<file path="config.mk">
export PLATFORM = sky130hd
export DESIGN_NAME = adder_accumulator_flat
export DESIGN_NICKNAME = d
export VERILOG_FILES = /design/src/rtl/adder_accumulator_if.sv /design/src/rtl/adder_accumulator.sv /design/src/flat_wrapper.sv
export SDC_FILE = /design/constraint.sdc
export NUM_CORES = 1
export LEC_CHECK = 0
export CAP_MARGIN = 15
export CORE_ASPECT_RATIO = 1.25
export CORE_UTILIZATION = 44
export DETAILED_ROUTE_END_ITERATION = 10
export GPL_ROUTABILITY_DRIVEN = 0
export PLACE_DENSITY = 0.9
export SYNTH_ARGS = -nofsm -noshare
export SYNTH_HDL_FRONTEND = slang
export SYNTH_SLANG_ARGS = --single-unit
</file>
<file path="constraint.sdc">
create_clock -name clk -period 1.5 [get_ports clk]
set_input_delay 0.225 -clock clk [delete_from_list [all_inputs] [get_ports clk]]
set_output_delay 0.225 -clock clk [all_outputs]
set_load 0.005 [all_outputs]
</file>
<file path="src/rtl/adder_accumulator_if.sv">
// Operand stream bundle: valid/ready handshake carrying one N-bit operand per transfer.
interface adder_accumulator_if #(
  parameter int N = 4
);
  logic         op_valid;
  logic [N-1:0] op_data;
  logic         op_ready;

  modport master (output op_valid, output op_data, input op_ready);
  modport slave  (input op_valid, input op_data, output op_ready);
endinterface

</file>
<file path="src/rtl/adder_accumulator.sv">
// Accumulate stage around an external N-bit adder: sums num_ops streamed operands
// and holds the total with sticky carry, carry count and zero flags until restarted.
module adder_accumulator #(
  parameter int N  = 4,
  parameter int CW = 4
) (
  input  logic                 clk,
  input  logic                 rst,
  input  logic                 start,
  input  logic [CW-1:0]        num_ops,
  adder_accumulator_if.slave   op,
  output logic [N-1:0]         add_a,
  output logic [N-1:0]         add_b,
  input  logic [N-1:0]         add_sum,
  input  logic                 add_cout,
  output logic [N-1:0]         acc,
  output logic                 flagC,
  output logic [CW-1:0]        carry_cnt,
  output logic                 flagZ,
  output logic                 busy,
  output logic                 done
);

  typedef enum logic [1:0] {
    ST_IDLE  = 2'b00,
    ST_ACCUM = 2'b01,
    ST_DONE  = 2'b10
  } state_t;

  state_t        state_r, state_nxt_s;
  logic [N-1:0]  acc_r, acc_nxt_s;
  logic          flag_c_r, flag_c_nxt_s;
  logic [CW-1:0] cnt_r, cnt_nxt_s;
  logic          flag_z_r, flag_z_nxt_s;
  logic [CW-1:0] rem_r, rem_nxt_s;
  logic          xfer_s;

  // The adder loop stays purely combinational: operand straight in, total fed back.
  assign add_a = op.op_data;
  assign add_b = acc_r;

  assign xfer_s = op.op_valid && (state_r == ST_ACCUM);

  // State and datapath registers with synchronous reset.
  always_ff @(posedge clk) begin
    if (rst) begin
      state_r  <= ST_IDLE;
      acc_r    <= {N{1'b0}};
      flag_c_r <= 1'b0;
      cnt_r    <= {CW{1'b0}};
      flag_z_r <= 1'b0;
      rem_r    <= {CW{1'b0}};
    end else begin
      state_r  <= state_nxt_s;
      acc_r    <= acc_nxt_s;
      flag_c_r <= flag_c_nxt_s;
      cnt_r    <= cnt_nxt_s;
      flag_z_r <= flag_z_nxt_s;
      rem_r    <= rem_nxt_s;
    end
  end

  // Next-state and next-datapath decode; DONE restarts exactly like IDLE.
  always_comb begin
    state_nxt_s  = state_r;
    acc_nxt_s    = acc_r;
    flag_c_nxt_s = flag_c_r;
    cnt_nxt_s    = cnt_r;
    flag_z_nxt_s = flag_z_r;
    rem_nxt_s    = rem_r;
    case (state_r)
      ST_IDLE, ST_DONE: begin
        if (start) begin
          acc_nxt_s    = {N{1'b0}};
          flag_c_nxt_s = 1'b0;
          cnt_nxt_s    = {CW{1'b0}};
          rem_nxt_s    = num_ops;
          if (num_ops == {CW{1'b0}}) begin
            state_nxt_s  = ST_DONE;
            flag_z_nxt_s = 1'b1;
          end else begin
            state_nxt_s  = ST_ACCUM;
            flag_z_nxt_s = 1'b0;
          end
        end else begin
          state_nxt_s = state_r;
        end
      end
      ST_ACCUM: begin
        if (xfer_s) begin
          acc_nxt_s    = add_sum;
          flag_c_nxt_s = flag_c_r | add_cout;
          rem_nxt_s    = rem_r - {{(CW-1){1'b0}}, 1'b1};
          // Saturating carry counter: sticks at all-ones.
          if (cnt_r != {CW{1'b1}}) begin
            cnt_nxt_s = cnt_r + {{(CW-1){1'b0}}, add_cout};
          end else begin
            cnt_nxt_s = cnt_r;
          end
          if (rem_r == {{(CW-1){1'b0}}, 1'b1}) begin
            state_nxt_s  = ST_DONE;
            flag_z_nxt_s = (add_sum == {N{1'b0}});
          end else begin
            state_nxt_s = ST_ACCUM;
          end
        end else begin
          state_nxt_s = ST_ACCUM;
        end
      end
      default: begin
        state_nxt_s = ST_IDLE;
      end
    endcase
  end

  assign op.op_ready = (state_r == ST_ACCUM);
  assign busy        = (state_r == ST_ACCUM);
  assign done        = (state_r == ST_DONE);
  assign acc         = acc_r;
  assign flagC       = flag_c_r;
  assign carry_cnt   = cnt_r;
  assign flagZ       = flag_z_r;

endmodule

</file>
<file path="src/flat_wrapper.sv">
// flat-port wrapper written by rule: the top's interface ports become plain ports
module adder_accumulator_flat 
#(
  parameter int N  = 4,
  parameter int CW = 4
)
  (clk, rst, start, num_ops, add_a, add_b, add_sum, add_cout, acc, flagC, carry_cnt, flagZ, busy, done, op_op_valid, op_op_data, op_op_ready);
  adder_accumulator_if #(.N(N)) op_i ();
  input  logic clk;
  input  logic rst;
  input  logic start;
  input  logic [CW-1:0] num_ops;
  output logic [N-1:0] add_a;
  output logic [N-1:0] add_b;
  input  logic [N-1:0] add_sum;
  input  logic add_cout;
  output logic [N-1:0] acc;
  output logic flagC;
  output logic [CW-1:0] carry_cnt;
  output logic flagZ;
  output logic busy;
  output logic done;
  input wire logic [$bits(op_i.op_valid)-1:0] op_op_valid;
  input wire logic [$bits(op_i.op_data)-1:0] op_op_data;
  output wire logic [$bits(op_i.op_ready)-1:0] op_op_ready;
  assign op_i.op_valid = op_op_valid;
  assign op_i.op_data = op_op_data;
  assign op_op_ready = op_i.op_ready;
  adder_accumulator #(.N(N), .CW(CW)) u_core (.clk(clk), .rst(rst), .start(start), .num_ops(num_ops), .op(op_i), .add_a(add_a), .add_b(add_b), .add_sum(add_sum), .add_cout(add_cout), .acc(acc), .flagC(flagC), .carry_cnt(carry_cnt), .flagZ(flagZ), .busy(busy), .done(done));
endmodule
</file>
==> results of run 1 <==
==> cells in the mapped netlist (all sizes together) <==
master and n:
nand3b 2, a31oi 3, a2bb2oi 3, nand2 4, ha 4, clkinv 1, a32o 1, nand3 8
inv 4, and3 1, o221ai 1, nor3b 2, a31o 1, o32ai 3, o2111ai 2, a211oi 1
nor2b 1, nor3 1, nand4 1, o21ai 1, nor2 4, and4bb 2, o211ai 5, clkbuf 2
a21oi 8, nor4 2, o22ai 1, mux2i 3, and3b 1, and2b 1, or2 1, buf 14
a22o 1, dfxtp 16, nand4bb 1, nand2b 2
==> per-stage QoR <==
stage / cell area (um2) / worst slack [ps] / std cells
3_3_place_gp: 1320 / -87.9 / 164
5_1_grt: 1390 / 1.17 / 171
4_1_cts: 1390 / 2.13 / 171
2_1_floorplan: 1040 / 264 / 109
3_5_place_dp: 1320 / -201 / 164
6_report: 1390 / 57.3 / 171
==> cell type report <==
type                            count  area [um2]
Timing Repair Buffer               43         392
Tap cell                           31        38.8
Clock buffer                        4        36.3
Multi-Input combinational cell     72         569
Inverter                            5        23.8
Sequential cell                    16         328
Fill cell                         187         823
==> logic make-up after synthesis <==
kind of cell	Yosys count
and+or+nand+nor	34
AOI/OAI and AO/OA	31
buffers and inverters	21
DFF	16
adders and majority gates	4
muxes	3
==> worst max path at each step <==
stage                        start                  end  slack [ps]  cells after the start
6_report       u_core.carry_cnt[3]         carry_cnt[3]          60                      1
2_1_floorplan  u_core.carry_cnt[0]  u_core.carry_cnt[2]         260                      5
5_1_grt        u_core.carry_cnt[3]         carry_cnt[3]           1                      1
3_3_place_gp              add_cout  u_core.carry_cnt[2]         -90                      6
4_1_cts        u_core.carry_cnt[1]         carry_cnt[1]           2                      1
3_5_place_dp              add_cout  u_core.carry_cnt[2]        -200                      6
==> power groups by stage <==
stage / Combinational (mW) / Clock, mW / Sequential [mW]
final: 0.316 / 0.299 / 0.471
after global routing: 0.338 / 0.323 / 0.474
after CTS: 0.313 / 0.297 / 0.470
after detailed placement: 0.305 / 0 / 0.482
after global placement: 0.291 / 0 / 0.480
after floorplan: 0.202 / 0 / 0.478
==> per-layer routing <==
layer / vias up / global-route usage / share of wire
met1: 479 / 0.269 / 0.37
met3: 16 / 0.0450 / 0.046
met2: 46 / 0.427 / 0.54
met5: - / 0 / 0
li1: 464 / - / -
met4: 0 / 0.117 / 0.041
==> sequential cells by signal (all words and copies together), names as in the netlist <==
register and count:
u_core.state_r 2, u_core.carry_cnt 4, u_core.flagC 1, u_core.flagZ 1, u_core.rem_r 4, u_core.acc 4
==> layout by cell type, fill, tap and decap left out, drive strengths merged, types with 2 or more instances in the layout <==
cell type	synthesis	final
nand3b	2	2
nand3	8	8
nor3b	2	2
nand2	4	4
clkbuf	2	4
o2111ai	2	2
nor4	2	2
buf	14	14
a2bb2oi	3	3
inv	4	4
dfxtp	16	16
ha	4	4
nand2b	2	2
a31oi	3	3
and4bb	2	2
o211ai	5	5
o32ai	3	3
nor2	4	4
clkdlybuf4s50	0	26
mux2i	3	3
dlygate4sd2	0	3
a21oi	8	8
==> what timing repair did <==
item                                    4_1_cts  5_1_grt
hold buffers                                  0        0
endpoints found under the hold margin         0        0
pin swaps                                     0        0
setup buffers                                 3        0
resized for setup                             9        2
endpoints found under the setup margin        4        2
==> flow_metrics.env, run 1 <==
export IMPL_cts_tree="built"
export IMPL_synthXorXnorAreaFrac=0
export IMPL_switchingPower_uw=318
export IMPL_core_area_um2=2210
export IMPL_initial_utilization=0.469
export IMPL_ys_seq_area_frac=0.309
export IMPL_ant_nets=0
export IMPL_maxCapViolCount=0
export IMPL_finalSetupTns_ps=0
export IMPL_synth_compound_area_frac=0.238
export IMPL_nNetsFinal=162
export IMPL_dieArea_um2=2550
export IMPL_seqPwrFrac=0.434
export IMPL_synth_area_um2=1040
export IMPL_route_detailed_drc=0
export IMPL_synthAdderAreaFrac=0.0483
export IMPL_synthCells=109
export IMPL_min_from="op_op_data[1]"
export IMPL_clk_latency_ps=290
export IMPL_numCtsBuffers=3
export IMPL_crit_slowest_cell="clkdlybuf4s50_1"
export IMPL_crit_required_ps=1270
export IMPL_arrival_ps=1220
export IMPL_track_usage=0.245
export IMPL_synth_nets=130
export IMPL_worst_pin_slew_ps=381
export IMPL_grt_pass1_vias=1008
export IMPL_final_core_util=0.628
export IMPL_drive_above_1_share=0.257
export IMPL_dp_hpwl_mm=2.05
export IMPL_io_pins=38
export IMPL_switching_share=0.293
export IMPL_yosysTopAreaCellShare=0.309
export IMPL_wl_mm=2.77
export IMPL_ys_seq_elements=16
export IMPL_hold_end="add_a[1]"
export IMPL_period_minus_slack_ps=1440
export IMPL_detail_route_vias_per_cell=5.88
export IMPL_power_mw=1.09
export IMPL_clk_pin_slew_ps=100
export IMPL_synthMuxAreaShare=0.0290
export IMPL_r2r_start="u_core.state_r[0]"
export IMPL_dr_pass1_iters=4
export IMPL_crit_family="buffers and inverters"
export IMPL_worstSetupPathType="flip-flop to output port"
export IMPL_clock_path_buffers=2
export IMPL_power_density_nw_per_um2=782
export IMPL_crit_fanout=5
export IMPL_die_x_um=45.4
export IMPL_max_vdd_ir_drop_v=0.000593
export IMPL_die_height_um=56.3
export IMPL_clkPwrFrac=0.275
export IMPL_cts_sinks=16
export IMPL_fin_worst_skew_ps=0.875
export IMPL_cts_htree_levels=1
export IMPL_dr_total_vias=1005
export IMPL_fmax_ghz=0.693
export IMPL_wl_per_cell_um=16.2
export IMPL_p_leak_nw=0.532
export IMPL_areaGrowthSynthToFinish_pct=33.9
export IMPL_root_buffer="clkbuf_4"
export IMPL_synthSimpleGateAreaFrac=0.226
export IMPL_reg2reg_slack_ps=80
export IMPL_synthDistinctLibCells=45
export IMPL_num_rows=19
export IMPL_hold_viol=0
export IMPL_setup_viol=0
export IMPL_relSlewSlack=0.744
export IMPL_p_comb_frac=0.291
export IMPL_r2r_cells=6
export IMPL_post_route_period_util=0.962
export IMPL_syn_area_per_cell_um2=9.50
export IMPL_end_kind="output port"
export IMPL_antenna_found_initial=0
export IMPL_ys_top_cells_by_area="dfxtp_1 (31%), buf_4 (7.2%), ha_1 (4.8%)"
export IMPL_min_path_cells=0
export IMPL_yosysTopAreaCell="dfxtp_1"
export IMPL_grt_setup_unrepaired="false"
export IMPL_hold_ws_ps=450
export IMPL_n_antenna_cell=0
export IMPL_final_max_slew_viol_count=0
export IMPL_timing_rr_end="u_core.carry_cnt[2]"
export IMPL_io_buffers=29
export IMPL_startpoint_type="flip-flop"
export IMPL_internal_power_uw=767
export IMPL_grt_overflow_total=0
export IMPL_worstPathCellList="clkdlybuf4s50_1"
export IMPL_hp_class="input pin to output port"
export IMPL_synth_top_family_by_area="compound AO/OA/AOI/OAI gates"
export IMPL_run_status="completed"
export IMPL_grt_max_degree=14
export IMPL_crit_path_max_incr_delay_ps=520
export IMPL_grt_pass1_wl_mm=4.53
export IMPL_crit_buf_inv=1
export IMPL_drtIter0Drc=50
export IMPL_ys_warn_count=0
(Power assumes the default switching activity.)
==> run 2, diff against run 1 <==
--- a/config.mk
+++ b/config.mk
@@ -7,10 +7,10 @@
 export LEC_CHECK = 0
 export CAP_MARGIN = 15
 export CORE_ASPECT_RATIO = 1.25
-export CORE_UTILIZATION = 44
+export CORE_UTILIZATION = 40
 export DETAILED_ROUTE_END_ITERATION = 10
 export GPL_ROUTABILITY_DRIVEN = 0
-export PLACE_DENSITY = 0.9
+export PLACE_DENSITY = 0.84
 export SYNTH_ARGS = -nofsm -noshare
 export SYNTH_HDL_FRONTEND = slang
 export SYNTH_SLANG_ARGS = --single-unit
==> flow_metrics.env, run 2 (synthesis results as in run 1) <==
export IMPL_nNetsFinal=163
export IMPL_clk_pin_slew_ps=100
export IMPL_cts_htree_levels=1
export IMPL_crit_slowest_cell="clkdlybuf4s50_1"
export IMPL_worstSetupPathType="flip-flop to output port"
export IMPL_track_usage=0.197
export IMPL_clk_latency_ps=300
export IMPL_initial_utilization=0.422
export IMPL_io_pins=38
export IMPL_n_antenna_cell=0
export IMPL_wl_mm=2.58
export IMPL_maxCapViolCount=0
export IMPL_arrival_ps=1220
export IMPL_r2r_cells=5
export IMPL_drtIter0Drc=23
export IMPL_startpoint_type="flip-flop"
export IMPL_fin_cells=174
export IMPL_dr_pass1_iters=5
export IMPL_route_detailed_drc=0
export IMPL_num_rows=20
export IMPL_min_path_cells=0
export IMPL_path_depth=1
export IMPL_dp_slack_ps=-164
export IMPL_grt_setup_unrepaired="false"
export IMPL_root_buffer="clkbuf_4"
export IMPL_fin_worst_skew_ps=2.17
export IMPL_crit_family="buffers and inverters"
export IMPL_crit_buf_inv=1
export IMPL_detail_route_vias_per_cell=5.67
export IMPL_crit_required_ps=1270
export IMPL_setup_ws_ps=54.1
export IMPL_final_max_slew_viol_count=0
export IMPL_cts_tree="built"
export IMPL_io_buffers=29
export IMPL_hp_class="input pin to output port"
export IMPL_fmax_ghz=0.692
export IMPL_grt_pass1_wl_mm=3.90
export IMPL_die_x_um=47.5
export IMPL_wl_per_cell_um=14.8
export IMPL_finalSetupTns_ps=0
export IMPL_period_minus_slack_ps=1450
export IMPL_cts_sinks=16
export IMPL_die_height_um=58.9
export IMPL_final_core_util=0.570
export IMPL_areaGrowthSynthToFinish_pct=34.9
export IMPL_worst_pin_slew_ps=313
export IMPL_final_common_cell="clkdlybuf4s50_1"
export IMPL_end_kind="output port"
export IMPL_crit_path_max_incr_delay_ps=530
export IMPL_place_inst=168
export IMPL_drive_above_1_share=0.262
export IMPL_dieArea_um2=2800
export IMPL_dp_hpwl_mm=1.95
export IMPL_post_route_period_util=0.964
export IMPL_setup_viol=0
export IMPL_power_mw=1.08
export IMPL_numCtsBuffers=3
export IMPL_p_leak_nw=0.537
export IMPL_max_vdd_ir_drop_v=0.000349
export IMPL_grt_max_degree=14
export IMPL_core_area_um2=2450
export IMPL_relSlewSlack=0.790
export IMPL_worstPathCellList="clkdlybuf4s50_1"
export IMPL_dr_total_vias=987
export IMPL_antenna_found_initial=0
export IMPL_clock_path_buffers=2
export IMPL_hold_buffers=0
export IMPL_run_status="completed"
export IMPL_reg2reg_slack_ps=130
export IMPL_grt_pass1_vias=952
export IMPL_grt_overflow_total=0
export IMPL_crit_fanout=4
export IMPL_final_cell_mix="clkdlybuf4s50_1 (26), buf_4 (15), dfxtp_1 (11)"
export IMPL_power_density_nw_per_um2=776
export IMPL_ant_nets=0
export IMPL_hold_viol=0
## run 2: cell count changes in the layout (fill, tap and decap cells not counted)
cell     previous run  this run
buf_4              14        15
and3b_1             0         1
dfxtp_1            12        11
and3b_2             1         0
dfxtp_2             3         4
## run 2: repair_timing
action,4_1_cts,5_1_grt
buffers inserted,2,0
gates resized for setup,9,2
pin swaps,0,0
endpoints found under the setup margin,4,2
## run 2: per-stage QoR
stage	hold slack (ps)	cell area, um2
2_1_floorplan	377	1040
3_5_place_dp	450	1330
4_1_cts	450	1400
3_3_place_gp	450	1330
5_1_grt	450	1400
6_report	450	1400
## run 2: layout make-up
type	instances	area, um2
inverters	5	23.8
multi-input cells	72	568
flip-flops and latches	16	329
clock buffers	4	36.3
fillers	227	1050
repair buffers	44	399
well taps	33	41.3
## run 2: path summary, 6_finish.rpt
check | start | end
hold / removal | op_op_data[3] | add_a[3]
hold reg to reg | u_core.flagC | u_core.flagC
setup / recovery | u_core.carry_cnt[0] | carry_cnt[0]
setup reg to reg | u_core.state_r[0] | u_core.rem_r[3]
## run 2: report_power, final
group	internal [mW]	switching (mW)	leakage [nW]
registers	0.450	0.0205	0.133
clock network	0.148	0.152	0.0210
logic	0.171	0.144	0.383
total	0.768	0.316	0.537
## run 2: routing by layer
metal | part of all wire | track usage | wire, um
met1 | 0.39 | 0.209 | 1000
met2 | 0.54 | 0.346 | 1390
met3 | 0.040 | 0.0184 | 103
met4 | 0.030 | 0.131 | 78
met5 | 0 | 0 | 0
